[config.mk]
export PLATFORM = sky130hd
export DESIGN_NAME = zephyr_trace_buffer
export DESIGN_NICKNAME = d
export VERILOG_FILES = /design/src/rtl/zephyr_trace_buffer.sv
export SDC_FILE = /design/constraint.sdc
export NUM_CORES = 1
export LEC_CHECK = 0
export ABC_AREA = 1
export CORE_MARGIN = 2
export CORE_UTILIZATION = 35
export CTS_CLUSTER_SIZE = 40
export DETAILED_ROUTE_END_ITERATION = 16
export PLACE_DENSITY = 0.63
export SLEW_MARGIN = 20
export SYNTH_ARGS = -nofsm -noshare
export SYNTH_HDL_FRONTEND = slang
export SYNTH_SLANG_ARGS = --single-unit
[constraint.sdc]
create_clock -name clk_i -period 3.5 [get_ports clk_i]
set_input_delay 0.875 -clock clk_i [delete_from_list [all_inputs] [get_ports clk_i]]
set_output_delay 0.875 -clock clk_i [all_outputs]
set_load 0.01 [all_outputs]
[src/rtl/zephyr_trace_buffer.sv]
// Trace buffer that snoops CPU state/PC/IR into a circular record memory around a trigger.
// Captured records are read back in oldest-first logical order once the capture is complete.
module zephyr_trace_buffer #(
  parameter int PC_WIDTH    = 4,
  parameter int IR_WIDTH    = 8,
  parameter int STATE_WIDTH = 4,
  parameter int TS_WIDTH    = 16,
  parameter int DEPTH       = 16,
  parameter int POST_TRIG   = 4
) (
  input  logic                                            clk_i,
  input  logic                                            reset_i,
  input  logic                                            arm_i,
  input  logic                                            sample_en_i,
  input  logic [STATE_WIDTH-1:0]                          cpu_state_i,
  input  logic [PC_WIDTH-1:0]                             cpu_pc_i,
  input  logic [IR_WIDTH-1:0]                             cpu_ir_i,
  input  logic [1:0]                                      trig_mode_i,
  input  logic [PC_WIDTH-1:0]                             trig_pc_i,
  input  logic [STATE_WIDTH-1:0]                          trig_state_i,
  input  logic                                            abort_i,
  input  logic                                            rd_req_i,
  input  logic [$clog2(DEPTH)-1:0]                        rd_addr_i,
  output logic                                            rd_valid_o,
  output logic [TS_WIDTH+STATE_WIDTH+PC_WIDTH+IR_WIDTH-1:0] rd_data_o,
  output logic                                            busy_o,
  output logic                                            done_o,
  output logic                                            wrapped_o,
  output logic [$clog2(DEPTH):0]                          count_o,
  output logic [$clog2(DEPTH)-1:0]                        trig_index_o
);

  localparam int AW = $clog2(DEPTH);
  localparam int RW = TS_WIDTH + STATE_WIDTH + PC_WIDTH + IR_WIDTH;

  localparam logic [1:0] ST_IDLE  = 2'd0;
  localparam logic [1:0] ST_ARMED = 2'd1;
  localparam logic [1:0] ST_POST  = 2'd2;
  localparam logic [1:0] ST_DONE  = 2'd3;

  localparam logic [AW-1:0] POST_LAST = AW'((POST_TRIG > 0) ? POST_TRIG - 1 : 0);
  localparam logic [AW:0]   FULL      = (AW+1)'(DEPTH);

  logic [RW-1:0]       mem [DEPTH];

  logic [1:0]          state_q, state_d;
  logic [AW-1:0]       wptr_q, wptr_d;
  logic [AW:0]         count_q, count_d;
  logic                wrapped_q, wrapped_d;
  logic [AW-1:0]       trig_phys_q, trig_phys_d;
  logic [AW-1:0]       trig_index_q, trig_index_d;
  logic [AW-1:0]       post_cnt_q, post_cnt_d;
  logic [TS_WIDTH-1:0] ts_q, ts_d;
  logic                rd_valid_q, rd_valid_d;
  logic [RW-1:0]       rd_data_q, rd_data_d;

  logic                trig_hit;
  logic                wr_en;
  logic [AW-1:0]       oldest_q, oldest_d, rd_phys;

  always_comb begin
    unique case (trig_mode_i)
      2'd0:    trig_hit = 1'b1;
      2'd1:    trig_hit = (cpu_pc_i == trig_pc_i);
      2'd2:    trig_hit = (cpu_state_i == trig_state_i);
      default: trig_hit = (cpu_pc_i == trig_pc_i) && (cpu_state_i == trig_state_i);
    endcase
  end

  assign oldest_q = wrapped_q ? wptr_q : '0;
  assign rd_phys  = oldest_q + rd_addr_i;

  always_comb begin
    state_d      = state_q;
    wptr_d       = wptr_q;
    count_d      = count_q;
    wrapped_d    = wrapped_q;
    trig_phys_d  = trig_phys_q;
    trig_index_d = trig_index_q;
    post_cnt_d   = post_cnt_q;
    ts_d         = ts_q;
    wr_en        = 1'b0;

    if (abort_i) begin
      state_d = ST_IDLE;
    end else begin
      case (state_q)
        ST_IDLE, ST_DONE: begin
          if (arm_i) begin
            state_d      = ST_ARMED;
            wptr_d       = '0;
            count_d      = '0;
            wrapped_d    = 1'b0;
            trig_phys_d  = '0;
            trig_index_d = '0;
            post_cnt_d   = '0;
            ts_d         = '0;
          end
        end
        ST_ARMED, ST_POST: begin
          ts_d = ts_q + 1'b1;
          if (sample_en_i) begin
            wr_en  = 1'b1;
            wptr_d = wptr_q + 1'b1;
            if (count_q != FULL) count_d = count_q + 1'b1;
            if ((wptr_q == '0) && (count_q == FULL)) wrapped_d = 1'b1;
            if (state_q == ST_ARMED) begin
              if (trig_hit) begin
                trig_phys_d = wptr_q;
                post_cnt_d  = '0;
                state_d     = (POST_TRIG == 0) ? ST_DONE : ST_POST;
              end
            end else if (post_cnt_q == POST_LAST) begin
              state_d = ST_DONE;
            end else begin
              post_cnt_d = post_cnt_q + 1'b1;
            end
          end
        end
        default: state_d = ST_IDLE;
      endcase
    end

    // The trigger's logical index depends on where the oldest record sits after this cycle's write.
    oldest_d = wrapped_d ? wptr_d : '0;
    if ((state_d == ST_DONE) && (state_q != ST_DONE)) trig_index_d = trig_phys_d - oldest_d;

    rd_valid_d = 1'b0;
    rd_data_d  = rd_data_q;
    if ((state_q == ST_DONE) && rd_req_i) begin
      rd_valid_d = 1'b1;
      rd_data_d  = ({1'b0, rd_addr_i} >= count_q) ? '0 : mem[rd_phys];
    end
  end

  always_ff @(posedge clk_i) begin
    if (reset_i) begin
      state_q      <= ST_IDLE;
      wptr_q       <= '0;
      count_q      <= '0;
      wrapped_q    <= 1'b0;
      trig_phys_q  <= '0;
      trig_index_q <= '0;
      post_cnt_q   <= '0;
      ts_q         <= '0;
      rd_valid_q   <= 1'b0;
      rd_data_q    <= '0;
    end else begin
      state_q      <= state_d;
      wptr_q       <= wptr_d;
      count_q      <= count_d;
      wrapped_q    <= wrapped_d;
      trig_phys_q  <= trig_phys_d;
      trig_index_q <= trig_index_d;
      post_cnt_q   <= post_cnt_d;
      ts_q         <= ts_d;
      rd_valid_q   <= rd_valid_d;
      rd_data_q    <= rd_data_d;
    end
  end

  // Record memory is deliberately left out of reset.
  always_ff @(posedge clk_i) begin
    if (wr_en && !reset_i) mem[wptr_q] <= {ts_q, cpu_state_i, cpu_pc_i, cpu_ir_i};
  end

  assign rd_valid_o   = rd_valid_q;
  assign rd_data_o    = rd_data_q;
  assign busy_o       = (state_q == ST_ARMED) || (state_q == ST_POST);
  assign done_o       = (state_q == ST_DONE);
  assign wrapped_o    = wrapped_q;
  assign count_o      = count_q;
  assign trig_index_o = trig_index_q;

endmodule

# Word level (Yosys, flattened, before mapping)
# Memory sizes are Yosys's and may differ from the RTL's.
# Cells that the tools add are included.
word_totals:
  in_bits: 36
  latchBits: 0
  rom_bits: 0
  reg_bits: 73
  elab_cells: 102
  memories: 1
  out_inout_bits: 45
  ramBits: 512
classes:
  add_sub_neg: 6
  n_mux: 47
  n_eq_ne: 18
  div_mod_pow: 0
  bitwise: 1
  n_reduce_logical: 18
  shift: 0
  n_lt_le_gt_ge: 1
  n_mul: 0
memory_table:
  columns: ["memory", "words", "width", "read_ports", "rd_ports_with_merged_regs", "write_ports", "line_no", "source"]
  rows:
  - ["mem", 16, 32, 1, 0, 1, "44", "logic [RW-1:0] mem [DEPTH];"]
ops:
  columns: ["operator", "count"]
  rows:
  - ["4-bit two-way mux", 18]
  - ["32-bit two-way mux", 1]
  - ["16-bit case mux with 2 select lines", 1]
  - ["4-bit case mux with 2 select lines", 3]
  - ["16-bit by 1-bit adder with 16-bit output, second input constant", 1]
  - ["16-bit two-way mux", 1]
  - ["5-bit two-way mux", 3]
  - ["2-bit two-way mux", 6]
  - ["1-bit two-way mux", 10]
  - ["5-bit case mux with 2 select lines", 1]
  - ["4-bit by 1-bit adder with 4-bit output, second input constant", 2]
  - ["2-bit == test, second input constant", 4]
  - ["4-bit == test", 2]
  - ["2-bit inequality test, second input constant", 4]
  - ["3-bit inequality test, second input constant", 2]
  - ["5-bit by 1-bit adder with 5-bit output, second input constant", 1]
  - ["5-bit == test, second input constant", 1]
  - ["4-bit by 5-bit >= comparator with 1-bit output", 1]
  - ["1-bit logical AND", 5]
  - ["5-bit inequality test, second input constant", 1]
  - ["5-bit AND reduction", 1]
  - ["4-bit adder", 1]
  - ["2-bit by 1-bit == test with 1-bit output, second input constant", 2]
  - ["4-bit by 2-bit == test with 1-bit output, second input constant", 1]
  - ["other kinds (15)", 18]

# Logic depth before layout (Yosys ltp)
logic_depth:
  ltp_word: 12
  mapped_depth: 22
  depth_no_buf: 21

# Worst setup path after synthesis
# OpenSTA, ideal clock, no wires.
synth_timing:
  kind: "input to register"
  start: "in abort_i"
  end: "mem mem[0][0] (netlist name) (enable)"
  cell_stages: 7
  required_time_ns: 3.079
  path_slack_ns: 0.234
  arrival_time_ns: 2.845
  n_path_buf: 0
  path_cell_list: "nor2_4 > inv_2 > nor2_2 > inv_1 > nor2_1 > nand2_1 > nor2_1"
synth_between:
  elab_chain_cells: 4
synth_rtl:
  columns: ["item", "line_no", "source"]
  rows:
  - ["start: declaration", "21", "input logic abort_i,"]
  - ["1-bit two-way mux", "84", "if (abort_i) begin"]
  - ["1-bit logical AND", "164", "if (wr_en && !reset_i) mem[wptr_q] <= {ts_q, cpu_state_i, cpu_pc_i, cpu_ir_i};"]
  - ["1-bit two-way mux", "164", null]
  - ["1-bit two-way mux (not written as such)", "164", null]
  - ["end: declaration", "44", null]
# Every way passes these cells.

# Worst setup path after layout
layout_timing:
  start: "in cpu_pc_i[0]"
  end: "reg trig_index_q[3] (netlist: trig_index_o[3])"
layout_between:
  word_cells_on_any_way: 21
layout_rtl:
  columns: ["item", "line_no", "source"]
  rows:
  - ["start: declaration", "16", "input logic [PC_WIDTH-1:0] cpu_pc_i,"]
  - ["4-bit == test (*)", "64, 66", null]
  - ["1-bit logical AND", "66", "default: trig_hit = (cpu_pc_i == trig_pc_i) && (cpu_state_i == trig_state_i);"]
  - ["1-bit case mux with 3 select lines (*)", "62", "unique case (trig_mode_i)"]
  - ["4-bit two-way mux (*)", "108", "if (trig_hit) begin"]
  - ["4-bit two-way mux (*)", "107", "if (state_q == ST_ARMED) begin"]
  - ["4-bit two-way mux (*)", "102", "if (sample_en_i) begin"]
  - ["4-bit case mux with 2 select lines (*)", "87", "case (state_q)"]
  - ["4-bit two-way mux (*)", "84", null]
  - ["net trig_phys_d[1]", "50", "logic [AW-1:0] trig_phys_q, trig_phys_d;"]
  - ["4-bit subtractor (*)", "126", "if ((state_d == ST_DONE) && (state_q != ST_DONE)) trig_index_d = trig_phys_d - oldest_d;"]
  - ["4-bit two-way mux (*)", "126", null]
  - ["end signal: assignment", "154", "trig_index_q <= trig_index_d;"]
  - ["end: declaration", "51", "logic [AW-1:0] trig_index_q, trig_index_d;"]
# The timed path passes the listed nets; every way through them passes the cells marked *.
# A chain may end at the register's enable or synchronous reset.

==> reports/metrics.sh <==
YS_SEQ_ELEMENTS=585
CTS_POST_SETUP_BUFFERS_INSERTED=0
ROWS=95
PLACE.GP.CONGESTION=0.783
FILLERS=6063
POST_SYNTH_TOP_FLOP='edfxtp_1'
YS_TOP_CELLS_BY_AREA='edfxtp_1, dfxtp_1, nor2_1'
SLEW_VIOL_FINAL=0
GLOBAL_ROUTE_WIRE_LENGTH_BEFORE_REPAIR_UM=92800
SYNTHESIS.YOSYS.WARNINGS=0
DETAIL_ROUTE.FIRST_PASS.ITERATIONS=8
DIE_W_UM=263
POWER.TOTAL_W=0.0146
CRITICAL_PATH_PEAK_FANOUT=4
CTS_INSERTED_BUFFERS=58
SEQUENTIAL_SHARE_OF_THE_SYNTHESIZED_AREA=0.715
DETAILED_PLACE_HPWL_UM=32800
CRITICALPATHCATEGORY='primary input to register'
VIAS=15900
WORST_PATH_LARGEST_CELL_DELAY_NS=0.46
CTS.SINK_COUNT=585
CLOCK_TREE.ROOT_CELL='clkbuf_16'
CLK_PIN_SLEW_NS=0.06
AREA_GROWTH_FROM_SYNTHESIS_TO_LAYOUT_PCT=20.5
SYNTH_AREA_SQ_MM=0.0235
GRT_MAX_DEGREE=93
ROUTED_WIRELENGTH_UM=60800
PATH_BUF_INV=5
TOTALNEGATIVESETUPSLACK_NS=0
REG2REG_SETUP_SLACK_NS=0.35
POSTSYNTHNETCOUNT=2046
SYNTH_LARGEST_AREA_CELL='edfxtp_1'
ANTENNA_FOUND_INITIAL=1
CHIPHEIGHT_UM=263
MAX_CAP_VIOL_COUNT=0
CRITICAL_PATH_SLOWEST_STAGE_CELL='clkdlybuf4s50_1'
LAYOUT_CELL_SHARE_WITH_DRIVE_STRENGTH_BEYOND_1=0.109
TIMING.HOLD.WORST.CLASS='register to register'
CRITICAL-PATH-TOP-CELL-BY-COUNT='nand2_1'
POSTROUTEANTENNANETS=0
CRIT_PATH_CELL_TRACE='clkdlybuf4s50_1 -> buf_4 -> nand2_1 -> inv_1 -> nor2_1 -> nor2_1 -> nand2_1 -> nand2_1 -> nand4_1 -> nor2_1 -> inv_1 -> o22ai_1 -> ha_1 -> a31oi_1 -> o21bai_1 -> nand2_1 -> inv_1 -> nand2_1 -> nand3_1 -> a21oi_1'
SYNTH_EDF_COUNT=512
WORST_EP_REQUIRED_TIME_NS=3.97
POST_DRT_WL_PER_CELL_UM=20.1
RSZ_0062_RAISED_AFTER_GLOBAL_ROUTING='false'
ASYNC_RESET_FF_FRAC=0
TIMING.CRITICAL_PATH.MAX_DELAY_FAMILY='simple AND/OR/NAND/NOR gates'
CTS_TREE='yes'
CLOCK_TREE.BUFFER_DEPTH=3
SEQCELLAREA_SQ_MM=0.0168
PEAKVDDDROP_mV=0.383
DIE-AREA_SQ_MM=0.0693
PWR_CELL_AREA_mW_PER_MM2=514
POST_CTS_RESIZED=0
FINAL.PERIOD_UTILIZATION=0.930
GRT_OVERFLOW=0
AREA_OF_THE_PLACEABLE_CORE_SQ_MM=0.0669
SYNTH_AREA_PER_CELL_SQ_UM=11.8
TRACK_USAGE=0.174
FINAL-HOLD-VIOLATION-COUNT=0
CTS_HOLD_BUF=0
DRTITER0DRC=1592
SYNTH_TOP_AREA_FRAC=0.653
SYNTH.DISTINCT_CELLS=47
FLOORPLAN.INITIALDENSITY=0.352
WORSTPATHARRIVAL_NS=3.73
TIMING_WORST_SLEW_PIN_VALUE_NS=0.789
PERIOD_MINUS_SLACK_NS=3.25
IO_BUFFER_COUNT=80
PLACED_AREA_SQ_MM=0.0264
TIMING.FINAL.SETUP_VIOLATIONS=0
FINAL_NET_COUNT=2162
POST_SYNTH_INST_COUNT=1988
SLEW_HEADROOM=0.474
CP-START-KIND='primary input'
HTREE_LEVELS=2
NUMBER_OF_REMAINING_DRC_ERRORS=0
HOLD-WORST-SLACK_NS=0.463
TOP_LEVEL_PORTS=81
DESIGN_AREA_SQ_MM=0.0284
RESULT_OF_THE_RUN='complete, no violations'
AVGVIACOUNTPERCELL=5.25
VIA_COUNT_OF_THE_FIRST_GLOBAL_ROUTING_PASS=15400
FMAX_MHz=307
FIN_SKEW_NS=0.0218
CRITPATHCAPTURETYPE='register'
POWER.LEAKAGE_nW=9.29
MULTI_INPUT_GATE_AREA_IN_THE_FINAL_LAYOUT_SQ_MM=0.00605
CLOCK_INSERTION_DELAY_WORST_SKEW_NS=0.62
[final cells by class]
type / instances / share of cell area
flip-flops and latches: 585 / 0.594
multi-input cells: 1202 / 0.213
repair buffers: 175 / 0.0757
clock buffers: 76 / 0.0554
well taps: 873 / 0.0385
clock inverters: 34 / 0.0127
inverters: 82 / 0.0110
diodes: 1 / 0.0000882
[cells by family after synthesis]
| family | synth area share |
|---|---|
| and+or+nand+nor | 0.109 |
| DFF | 0.715 |
| AOI/OAI and AO/OA | 0.126 |
| buffers and inverters | 0.0351 |
| adders and majority gates | 0.0123 |
| xor gates and xnor gates | 0.00213 |
[metal layers]
metal	part of all wire	GRT usage	vias to the layer above	wire, um
li1	-	-	7397	-
met1	0.43	0.240	7781	26100
met2	0.47	0.281	605	28800
met3	0.074	0.0306	100	4510
met4	0.024	0.0513	0	1470
met5	0	0	-	0
[path summary, 6_finish.rpt]
check               start               to  depth (start not counted)
max           cpu_pc_i[0]  trig_index_o[3]                         20
min          rd_data_o[1]     rd_data_o[1]                          2
max reg2reg    state_q[1]  trig_index_o[3]                         19
min reg2reg  rd_data_o[1]     rd_data_o[1]                          2
[through the flow]
step	std cells	worst slack, ns	utilization
floorplan	1988	0.234	-
global placement	2917	-0.305	0.395
global route	3028	0.00880	0.424
finish	3028	0.246	0.424
CTS	3027	0.226	0.424
detailed placement	2917	-0.360	0.395
[synthesized netlist by cell type, drive strengths merged, types with 6 or more instances]
master,instances
edfxtp,512
o21ai,397
nor2,380
nand2,183
inv,81
clkbuf,76
dfxtp,73
o221ai,66
a21oi,59
nand3,50
buf,43
ha,20
nor3,12
nand4,6
[layout by cell type (no fill, tap or decap), types with 14 or more instances in the layout]
master / n
o21ai_0: 198
nand3_1: 49
clkbuf_1: 14
buf_4: 44
ha_1: 19
o21ai_1: 199
nand2_1: 179
dfxtp_1: 73
buf_12: 51
nor2_1: 359
nor2_4: 17
clkdlybuf4s50_1: 79
a21oi_1: 58
edfxtp_1: 512
o221ai_1: 66
inv_1: 68
clkbuf_16: 59
[worst min-delay path, stage by stage, from the launching register on]
cell	delay, ns
dfxtp_1	0.31
nand2_1	0.06
a21oi_1	0.05
[power breakdown]
group          internal [W]  switching, W  total (W)
clock               0.00362       0.00266    0.00628
combinational      0.000281      0.000476   0.000758
sequential          0.00753    0.00000843    0.00754
[registers in the layout (all words and copies together) (netlist names)]
name          flops
mem             512
trig_phys_q       4
state_q           2
rd_valid_o        1
post_cnt_q        4
ts_q             16
count_o           5
wrapped_o         1
trig_index_o      4
rd_data_o        32
wptr_q            4
Note: power is estimated with default switching activity, not from simulation.
